<file path="src/rtl/mips_mem_pkg.sv">
// Shared definitions for the MIPS data-memory access path: access size codes,
// access FSM state encoding, big-endian byte-lane positions and alignment helpers.
package mips_mem_pkg;

   // Access size codes as presented on Req_size
   localparam logic [1:0] SIZE_BYTE     = 2'b00;
   localparam logic [1:0] SIZE_HALF     = 2'b01;
   localparam logic [1:0] SIZE_WORD     = 2'b10;
   localparam logic [1:0] SIZE_WORD_ALT = 2'b11;

   // Access sequencer states
   typedef enum logic [1:0] {
      ST_IDLE = 2'b00,
      ST_RD   = 2'b01,
      ST_CAP  = 2'b10,
      ST_WR   = 2'b11
   } state_t;

   // Big-endian lane positions: offset 0 lives in the most significant lane
   localparam logic [4:0] BYTE0_LSB = 5'd24;
   localparam logic [4:0] BYTE1_LSB = 5'd16;
   localparam logic [4:0] BYTE2_LSB = 5'd8;
   localparam logic [4:0] BYTE3_LSB = 5'd0;
   localparam logic [4:0] HALF0_LSB = 5'd16;
   localparam logic [4:0] HALF1_LSB = 5'd0;

   // Right-justified lane masks
   localparam logic [31:0] BYTE_MASK = 32'h0000_00FF;
   localparam logic [31:0] HALF_MASK = 32'h0000_FFFF;
   localparam logic [31:0] WORD_MASK = 32'hFFFF_FFFF;

   // Size code 11 behaves as a full word
   function automatic logic is_word(input logic [1:0] size);
      return size[1];
   endfunction

   // Halves need an even address, words a multiple of four; bytes never fault
   function automatic logic is_misaligned(input logic [1:0] size, input logic [1:0] offset);
      logic bad;
      case (size)
         SIZE_BYTE: bad = 1'b0;
         SIZE_HALF: bad = offset[0];
         default:   bad = (offset != 2'b00);
      endcase
      return bad;
   endfunction

endpackage

</file>
<file path="src/rtl/mem_lane_align.sv">
// Combinational lane steering between a 32-bit memory word and a sub-word
// access: extracts and extends load lanes, merges store lanes into the old word.
module mem_lane_align
   import mips_mem_pkg::*;
(
   input  logic [1:0]  size_i,
   input  logic        signed_i,
   input  logic [1:0]  offset_i,
   input  logic [31:0] mem_word_i,
   input  logic [31:0] store_data_i,
   output logic [31:0] load_data_o,
   output logic [31:0] merged_word_o
);

   logic [4:0]  lane_lsb_s;
   logic [31:0] lane_mask_s;
   logic [31:0] shifted_s;
   logic        sign_s;

   // Pick the bit position and width of the addressed lane
   always_comb begin
      lane_lsb_s  = 5'd0;
      lane_mask_s = WORD_MASK;
      case (size_i)
         SIZE_BYTE: begin
            lane_mask_s = BYTE_MASK;
            case (offset_i)
               2'd0:    lane_lsb_s = BYTE0_LSB;
               2'd1:    lane_lsb_s = BYTE1_LSB;
               2'd2:    lane_lsb_s = BYTE2_LSB;
               default: lane_lsb_s = BYTE3_LSB;
            endcase
         end
         SIZE_HALF: begin
            lane_mask_s = HALF_MASK;
            if (offset_i[1]) begin
               lane_lsb_s = HALF1_LSB;
            end else begin
               lane_lsb_s = HALF0_LSB;
            end
         end
         default: begin
            lane_lsb_s  = 5'd0;
            lane_mask_s = WORD_MASK;
         end
      endcase
   end

   // Right-justify and extend the load lane; splice the store lane into the old word
   always_comb begin
      shifted_s = mem_word_i >> lane_lsb_s;
      sign_s    = 1'b0;
      if (signed_i) begin
         if (size_i == SIZE_BYTE) begin
            sign_s = shifted_s[7];
         end else if (size_i == SIZE_HALF) begin
            sign_s = shifted_s[15];
         end else begin
            sign_s = 1'b0;
         end
      end else begin
         sign_s = 1'b0;
      end
      load_data_o   = (shifted_s & lane_mask_s) | ({32{sign_s}} & ~lane_mask_s);
      merged_word_o = (mem_word_i & ~(lane_mask_s << lane_lsb_s))
                    | ((store_data_i & lane_mask_s) << lane_lsb_s);
   end

endmodule

</file>
<file path="src/rtl/mem_access_unit.sv">
// Load/store sequencer between a requester and a word-wide synchronous data
// memory. Sub-word stores are done as read-modify-write; all memory and
// response outputs are registered.
module mem_access_unit
   import mips_mem_pkg::*;
(
   input  logic        Clk,
   input  logic        rst,
   input  logic        Req_valid,
   output logic        Req_ready,
   input  logic        Req_wr,
   input  logic [1:0]  Req_size,
   input  logic        Req_signed,
   input  logic [31:0] Req_addr,
   input  logic [31:0] Req_wdata,
   output logic        Resp_valid,
   output logic [31:0] Resp_rdata,
   output logic        Addr_err,
   output logic [31:0] Mem_Addr,
   output logic [31:0] Mem_Data_out,
   input  logic [31:0] Mem_Data_in,
   output logic        Mem_We
);

   state_t      state_q, state_d;
   logic [31:0] mem_addr_q, mem_addr_d;
   logic [31:0] mem_dout_q, mem_dout_d;
   logic        mem_we_q, mem_we_d;
   logic        resp_valid_q, resp_valid_d;
   logic [31:0] resp_rdata_q, resp_rdata_d;
   logic        addr_err_q, addr_err_d;

   // Request fields latched at acceptance for use in later states
   logic        lat_wr_q, lat_wr_d;
   logic [1:0]  lat_size_q, lat_size_d;
   logic        lat_signed_q, lat_signed_d;
   logic [1:0]  lat_off_q, lat_off_d;
   logic [31:0] lat_wdata_q, lat_wdata_d;

   logic [31:0] load_data_s;
   logic [31:0] merged_word_s;

   mem_lane_align u_lane_align (
      .size_i        (lat_size_q),
      .signed_i      (lat_signed_q),
      .offset_i      (lat_off_q),
      .mem_word_i    (Mem_Data_in),
      .store_data_i  (lat_wdata_q),
      .load_data_o   (load_data_s),
      .merged_word_o (merged_word_s)
   );

   assign Req_ready    = (state_q == ST_IDLE);
   assign Mem_Addr     = mem_addr_q;
   assign Mem_Data_out = mem_dout_q;
   assign Mem_We       = mem_we_q;
   assign Resp_valid   = resp_valid_q;
   assign Resp_rdata   = resp_rdata_q;
   assign Addr_err     = addr_err_q;

   // Next-state and registered-output decode; Mem_We is low only for the WR cycle
   always_comb begin
      state_d      = state_q;
      mem_addr_d   = mem_addr_q;
      mem_dout_d   = mem_dout_q;
      mem_we_d     = 1'b1;
      resp_valid_d = 1'b0;
      resp_rdata_d = resp_rdata_q;
      addr_err_d   = 1'b0;
      lat_wr_d     = lat_wr_q;
      lat_size_d   = lat_size_q;
      lat_signed_d = lat_signed_q;
      lat_off_d    = lat_off_q;
      lat_wdata_d  = lat_wdata_q;
      case (state_q)
         ST_IDLE: begin
            if (Req_valid) begin
               if (is_misaligned(Req_size, Req_addr[1:0])) begin
                  // Fault completes from IDLE without touching memory
                  resp_valid_d = 1'b1;
                  addr_err_d   = 1'b1;
                  resp_rdata_d = 32'h0000_0000;
               end else begin
                  mem_addr_d   = {2'b00, Req_addr[31:2]};
                  lat_wr_d     = Req_wr;
                  lat_size_d   = Req_size;
                  lat_signed_d = Req_signed;
                  lat_off_d    = Req_addr[1:0];
                  lat_wdata_d  = Req_wdata;
                  if (Req_wr && is_word(Req_size)) begin
                     state_d    = ST_WR;
                     mem_dout_d = Req_wdata;
                     mem_we_d   = 1'b0;
                  end else begin
                     state_d = ST_RD;
                  end
               end
            end else begin
               state_d = ST_IDLE;
            end
         end
         ST_RD: begin
            state_d = ST_CAP;
         end
         ST_CAP: begin
            if (lat_wr_q) begin
               state_d    = ST_WR;
               mem_dout_d = merged_word_s;
               mem_we_d   = 1'b0;
            end else begin
               state_d      = ST_IDLE;
               resp_valid_d = 1'b1;
               resp_rdata_d = load_data_s;
            end
         end
         ST_WR: begin
            state_d      = ST_IDLE;
            resp_valid_d = 1'b1;
            resp_rdata_d = 32'h0000_0000;
         end
         default: begin
            state_d = ST_IDLE;
         end
      endcase
   end

   // State, output and request-latch registers; reset abandons any access in flight
   always_ff @(posedge Clk or posedge rst) begin
      if (rst) begin
         state_q      <= ST_IDLE;
         mem_addr_q   <= 32'h0000_0000;
         mem_dout_q   <= 32'h0000_0000;
         mem_we_q     <= 1'b1;
         resp_valid_q <= 1'b0;
         resp_rdata_q <= 32'h0000_0000;
         addr_err_q   <= 1'b0;
         lat_wr_q     <= 1'b0;
         lat_size_q   <= 2'b00;
         lat_signed_q <= 1'b0;
         lat_off_q    <= 2'b00;
         lat_wdata_q  <= 32'h0000_0000;
      end else begin
         state_q      <= state_d;
         mem_addr_q   <= mem_addr_d;
         mem_dout_q   <= mem_dout_d;
         mem_we_q     <= mem_we_d;
         resp_valid_q <= resp_valid_d;
         resp_rdata_q <= resp_rdata_d;
         addr_err_q   <= addr_err_d;
         lat_wr_q     <= lat_wr_d;
         lat_size_q   <= lat_size_d;
         lat_signed_q <= lat_signed_d;
         lat_off_q    <= lat_off_d;
         lat_wdata_q  <= lat_wdata_d;
      end
   end

endmodule
</file>
<file path="config.mk">
export PLATFORM = sky130hd
export DESIGN_NAME = mem_access_unit
export DESIGN_NICKNAME = d
export VERILOG_FILES = /design/src/rtl/mips_mem_pkg.sv /design/src/rtl/mem_lane_align.sv /design/src/rtl/mem_access_unit.sv
export SDC_FILE = /design/constraint.sdc
export NUM_CORES = 1
export LEC_CHECK = 0
export CORE_UTILIZATION = 47
export DETAILED_ROUTE_END_ITERATION = 8
export MAX_ROUTING_LAYER = met4
export PLACE_DENSITY = 0.79
export SYNTH_ARGS = -nofsm -noshare
export SYNTH_HDL_FRONTEND = slang
export SYNTH_SLANG_ARGS = --single-unit
</file>
<file path="constraint.sdc">
create_clock -name Clk -period 6 [get_ports Clk]
set_input_delay 1.8 -clock Clk [delete_from_list [all_inputs] [get_ports Clk]]
set_output_delay 1.8 -clock Clk [all_outputs]
set_load 0.005 [all_outputs]
</file>
==> results.md, run 1 <==
- Outcome: completed
- Core Rows: 42
- Placed Area: 8607 µm²
- Worst setup EP type: flip-flop
- CTS Root Cell: clkbuf_16
- CTS H-tree lvls: 4
- TritonCTS clock tree: done
- # DRC: 0
- Inst Count DP: 892
- Synth unique cells: 49
- First-pass GRT wire length: 29780 µm
- Dpl ws: 1.778 ns
- Met3 usage: 6.844%
- Adder-Cell Fraction of Synth Area: 0%
- Placer congestion estimate: 0.8566
- Setup-failing EPs final: 0
- CP max stage cell: nand2_2
- Largest family of logic cells by synthesized area: compound AO/OA/AOI/OAI gates
- Initial antenna violation count: 0
- Die area: 14410 µm²
- Final period util: 63.39%
- Vias post-DR: 5418
- Final setup TNS: 0 ns
- Synth top area share: 51.96%
- DP HPWL: 13930 µm
- Worst-margin pin slew: 1.194 ns
- Startpoint Class: input pin
- Synth area leader: dfrtp_1
- Largest net degree at the start of global routing: 98
- Relative slew slack: 20.40%
- Fin area: 9323 µm²
- Post-synthesis sequential area ratio: 52.36%
- Cells after synthesis: 555
- Final Hold Fails: 0
- Yosys warnings: 0
- # Max-Cap Violations: 0
- Wire per inst: 20.76 µm
- # diodes: 0
- Post-synthesis cell area: 6550 µm²
- Num CTS Buffers: 17
- Yosys reg bits: 137
- Area Overhead vs Synth: 42.33%
- Maximum clock frequency: 262.9 MHz
- Routed WL: 19180 µm
- Top delay family on crit path: buffers and inverters
- Post-synthesis mux area share: 14.77%
- RSZ-0062 raised after global routing: false
- Synth Area in XOR/XNOR: 0%
- Leak: 3.884 nW
- Initial Utilization: 48.88%
- Power density over cell area: 557.1 nW/µm²
- Synth Area in Simple Gates: 9.551%
- Tot GR Track Use: 28.44%
- Post-synth ARST share: 100.0%
- Via/cell ratio: 5.864
- CP peak stage delay: 0.55 ns
- # Post-CTS Setup Buffers: 0
- Syn avg cell area: 11.80 µm²
- Top FF cell, synth: dfrtp_1
- Hold slack: 0.4779 ns
- Post_cts resized: 0
- Hold Buf Count CTS: 0
- Fin util: 69.57%
- Fin Clk Skew: 0.007188 ns
- Share of layout cells above drive strength 1: 17.65%
- IO Port Bufs: 200
- M1 GR Usage: 35.01%
- Number of global-route vias before repair: 5525
- Post-synth EDFFs: 0
- CP Class: in -> reg
- Worst Setup Slack, final: 2.197 ns
- Non-filler cells, final: 924
- Area contributors post-synth: dfrtp_1 52%, mux2_2 12%, a22o_1 3.2%, nand2_1 2.7%, o31ai_1 2.6%
- Global routing usage on met2: 44.61%
- DRT Pass-1 Iters: 5
- DIE WIDTH: 120.1 µm
- Core area: 13400 µm²
- I/O Pins: 203
- Gr ovfl total: 0
- First DRT Iteration DRCs: 359
- Clock Latency Late Sink: 0.42 ns
- Final ANT Viol Nets: 0
- Nets: 838
- WP data required: 6.30 ns
- Chip height: 120.1 µm
- Total power: 5.193 mW
- CTS Buffer Depth: 2
- Clk slew on worst S/H paths: 0.06 ns
- Crit path cell chain: clkdlybuf4s50_1, a21o_1, nand2_1, nand2_2, buf_4, mux2_2
- Most Used Layer, Global Route: met2
- Buffers plus inverters on the worst setup path: 2
- Worst EP arrival: 4.11 ns
- Critical Path Fanout Max: 38
- Slew Limit Fails: 0
- Worst vdd ir: 0.0002955 V
- Min-Delay Path Class: reg -> reg
- Area fraction in compound gates after synthesis: 18.30%
- Total clock sinks: 137
- Final min period: 3.803 ns
## cell usage in the layout, fill, tap and decap left out, drive strengths merged, types with 3 or more instances in the layout
cell / instances
and2: 8
mux2: 71
nand2: 47
nor2: 46
o31ai: 23
o32ai: 8
mux4: 7
a211oi: 15
a221o: 16
nor3b: 8
clkbuf: 20
inv: 18
or2: 3
a22o: 24
bufinv: 8
o221ai: 8
a2111oi: 8
a221oi: 8
dfrtp: 136
nand2b: 4
a21oi: 17
clkdlybuf4s50: 200
a22oi: 8
buf: 7
## layer usage
layer | wire, µm | vias to the layer above
li1 | - | 2424
met1 | 7997 | 2668
met2 | 9126 | 280
met3 | 1489 | 46
met4 | 571 | 0
met5 | 0 | -
## area by class of cell
type | count | area [µm²]
clock inverters | 12 | 269.0
well taps | 176 | 220.2
repair buffers | 207 | 2054
fillers | 960 | 4078
multi-input cells | 354 | 2830
flip-flops and latches | 137 | 3430
inverters | 18 | 72.57
clock buffers | 20 | 446.7
## synth_stat cells, types with 2 or more instances
cell	instances
a211oi_1	15
o31ai_1	23
inv_1	18
a2111oi_0	7
nor3b_1	7
nand2_1	47
a221o_1	16
o211ai_1	2
a32oi_1	2
o32ai_1	8
buf_1	3
mux2_2	71
nor2b_1	2
clkbuf_1	11
a21oi_1	17
mux4_2	7
and3_1	2
buf_6	4
nor2_1	44
a21o_1	2
a22o_1	24
o221ai_1	8
or2_1	2
nor4b_4	2
a22oi_1	8
a221oi_1	8
buf_2	23
nor2_4	2
nand2b_1	4
buf_4	6
dfrtp_1	136
and2_0	7
## worst paths after layout
check	slack, ns	cells past startpoint	to	start
setup / recovery	2.20	6	lat_wdata_q[2]$_DFFE_PP0P_	Req_size[1]
hold reg to reg	0.48	2	Mem_Data_out[22]$_DFFE_PP0P_	Mem_Data_out[22]$_DFFE_PP0P_
min in group asynchronous	1.93	2	Mem_Data_out[27]$_DFFE_PP0P_	rst
max in group asynchronous	2.96	3	lat_size_q[0]$_DFFE_PP0P_	rst
setup reg to reg	3.34	3	Resp_rdata[0]$_DFFE_PP0P_	lat_size_q[1]$_DFFE_PP0P_
hold / removal	0.48	2	Mem_Data_out[22]$_DFFE_PP0P_	Mem_Data_out[22]$_DFFE_PP0P_
## where the power goes
| part | total [mW] | internal, mW | switching (mW) | leakage, nW |
|---|---|---|---|---|
| sequential | 1.72 | 1.35 | 0.366 | 1.68 |
| combinational | 2.20 | 1.21 | 0.994 | 1.86 |
| clock | 1.27 | 0.874 | 0.395 | 0.340 |
## worst min-delay path: stages (launching register included)
cell     delay [ns]
dfrtp_1        0.34
nand2_1        0.05
o31ai_1        0.05
## state kept, by name, summed over array words and instances, names as in the netlist
signal	count
Mem_Data_out	32
Addr_err	1
lat_wr_q	1
lat_size_q	2
lat_signed_q	1
state_q	2
Resp_rdata	32
lat_wdata_q	32
Mem_Addr	30
Mem_We	1
Resp_valid	1
lat_off_q	2
## cell families (layout without fill, tap and decap cells)
family	after synthesis	in the layout
AO/OA/AOI/OAI	147	147
buffers and inverters	65	257
flip-flops	137	137
multiplexers	79	79
other	1	2
AND/OR/NAND/NOR	126	126
No activity file was read; power rests on OpenSTA's default activity.
==> inputs of run 2 (changes only) <==
- clock period: 6 -> 3.8 ns (I/O delays scaled with it)
==> results.md, run 2 (synthesis gave the netlist of run 1 again) <==
- Outcome: completed (unchanged)
- Hold Buf Count CTS: 0 (unchanged)
- FF-to-FF path depth: 3 (unchanged)
- # Max-Cap Violations: 0 (unchanged)
- Worst vdd ir: 0.0003635 V (was 0.0002955 V)
- Maximum clock frequency: 351.4 MHz
- Hold path cells: 2 (unchanged)
- Min-Delay Path Class: reg -> reg (unchanged)
- Final min period: 2.845 ns
- Worst setup EP type: output port (was flip-flop)
- Worst Setup Slack, final: 0.9546 ns (was 2.197 ns)
- Via/cell ratio: 5.896 (was 5.864)
- # DRC: 0 (unchanged)
- # diodes: 0 (unchanged)
- I/O Pins: 203 (unchanged)
- IO Port Bufs: 200 (unchanged)
- Setup-failing EPs final: 0 (unchanged)
- Worst EP arrival: 1.71 ns (was 4.11 ns)
- Share of layout cells above drive strength 1: 18.00% (was 17.65%)
- CP peak stage delay: 0.58 ns (was 0.55 ns)
- Reg2reg end: Resp_rdata[0]$_DFFE_PP0P_ (unchanged)
- FF-to-FF setup slack: 1.38 ns (was 3.34 ns)
- DRT Pass-1 Iters: 5 (unchanged)
- Startpoint Class: flip-flop (was input pin)
- Gr ovfl total: 0 (unchanged)
- DIE WIDTH: 120.1 µm (unchanged)
- Relative slew slack: 39.69% (was 20.40%)
- Tot GR Track Use: 28.92% (was 28.44%)
- Initial antenna violation count: 0 (unchanged)
- Commonest non-fill, non-tap cell in the layout: clkdlybuf4s50_1 (unchanged)
- Clk slew on worst S/H paths: 0.06 ns (about the same)
- Worst-margin pin slew: 0.9013 ns (was 1.194 ns)
- Leak: 3.875 nW (was 3.884 nW)
- Final period util: 74.88%
- WP data required: 2.66 ns (was 6.30 ns)
- Initial Utilization: 48.88% (unchanged)
- Clock Latency Late Sink: 0.42 ns (about the same)
- Most frequent cells in the layout: 200 x clkdlybuf4s50_1, 136 x dfrtp_1, 71 x mux2_2 (unchanged)
- CTS Buffer Depth: 2 (unchanged)
- Core Rows: 42 (unchanged)
- Die area: 14410 µm² (unchanged)
- First-pass GRT wire length: 30290 µm (was 29780 µm)
- Core area: 13400 µm² (unchanged)
- Post_cts resized: 0 (unchanged)
- Slew Limit Fails: 0 (unchanged)
- First DRT Iteration DRCs: 489 (was 359)
- Crit path cell chain: nor2_1, clkdlybuf4s50_1 (was clkdlybuf4s50_1, a21o_1, nand2_1, nand2_2, buf_4, mux2_2)
- CP Class: reg -> out (was in -> reg)
- Fin Clk Skew: 0.005827 ns (was 0.007188 ns)
- Chip height: 120.1 µm (unchanged)
- Total clock sinks: 137 (unchanged)
- Placer congestion estimate: 0.8979 (was 0.8566)
- Num CTS Buffers: 17 (unchanged)
- Area Overhead vs Synth: 41.99% (was 42.33%)
- CP max stage cell: clkdlybuf4s50_1 (was nand2_2)
- RR Startpoint: lat_off_q[1]$_DFFE_PP0P_ (was lat_size_q[1]$_DFFE_PP0P_)
- Largest net degree at the start of global routing: 68 (was 98)
- Routed WL: 19300 µm (was 19180 µm)
- DP HPWL: 13820 µm (was 13930 µm)
- Hold_sp: Mem_Data_out[20]$_DFFE_PP0P_ (was Mem_Data_out[22]$_DFFE_PP0P_)
- Top delay family on crit path: buffers and inverters (unchanged)
- TritonCTS clock tree: done (unchanged)
- RSZ-0062 raised after global routing: false (unchanged)
- Final Hold Fails: 0 (unchanged)
- CTS Root Cell: clkbuf_16 (unchanged)
- Dpl ws: 0.6767 ns (was 1.778 ns)
- CTS H-tree lvls: 4 (unchanged)
- Worst Hold Path EP: Mem_Data_out[20]$_DFFE_PP0P_ (was Mem_Data_out[22]$_DFFE_PP0P_)
- Nets: 840 (was 838)
- # Post-CTS Setup Buffers: 0 (unchanged)
- Final ANT Viol Nets: 0 (unchanged)
- Final setup TNS: 0 ns (unchanged)
- Power density over cell area: 859.0 nW/µm² (was 557.1 nW/µm²)
- Buffers plus inverters on the worst setup path: 1 (was 2)
- Vias post-DR: 5460 (was 5418)
- Wire per inst: 20.84 µm (was 20.76 µm)
- Number of global-route vias before repair: 5617 (was 5525)
- Critical Path Fanout Max: 6 (was 38)
run 2: cell count changes in the layout (fill, tap and decap cells not counted), moves of 2 or more:
cell       delta
buf_4         -2
clkinv_2      +3
bufinv_16     -4
buf_12        +4
run 2: worst max path at each step:
stage / cells past startpoint / endpoint / from
finish: 2 / Req_ready / state_q[0]$_DFFE_PP0P_
detailed placement: 6 / Mem_Data_out[1]$_DFFE_PP0P_ / Req_size[1]
CTS: 2 / Req_ready / state_q[0]$_DFFE_PP0P_
floorplan: 1 / Addr_err$_DFF_PP0_ / rst
global route: 2 / Req_ready / state_q[0]$_DFFE_PP0P_
global placement: 5 / Mem_Data_out[14]$_DFFE_PP0P_ / Req_size[1]
run 2: worst min-delay path, cell delays in order, from the launching register on:
cell	delay [ns]
dfrtp_1	0.34
nand2_1	0.05
o31ai_1	0.05
run 2: area by class of cell:
type / instances / area [µm²]
Inverter: 18 / 71.32
Fill cell: 960 / 4100
Tap cell: 176 / 220.2
Clock buffer: 20 / 456.7
Sequential cell: 137 / 3430
Clock inverter: 12 / 172.7
Timing Repair Buffer: 209 / 2120
Multi-Input combinational cell: 354 / 2830
run 2: layer usage:
metal / GRT usage, % / vias up / wire length, µm
met5: - / - / 0
met4: 12.81 / 0 / 601
met3: 7.414 / 56 / 1762
met2: 44.54 / 320 / 9215
met1: 35.96 / 2658 / 7717
li1: - / 2426 / -
run 2: per-stage QoR:
step,power (mW),area (µm²),util (%),cells,hold slack (ns)
detailed placement,6.208,8671,64.71,894,0.4694
global placement,6.078,8671,64.71,894,0.4636
CTS,8.006,9300,69.40,926,0.4819
floorplan,4.652,6558,-,556,0.4726
finish,7.989,9300,69.40,926,0.4797
global route,8.452,9300,69.40,926,0.5175
run 2: power by group:
part | switching (mW) | internal, mW
Clock | 0.623 | 1.13
Combinational | 1.60 | 1.93
Sequential | 0.564 | 2.14
Total | 2.78 | 5.20
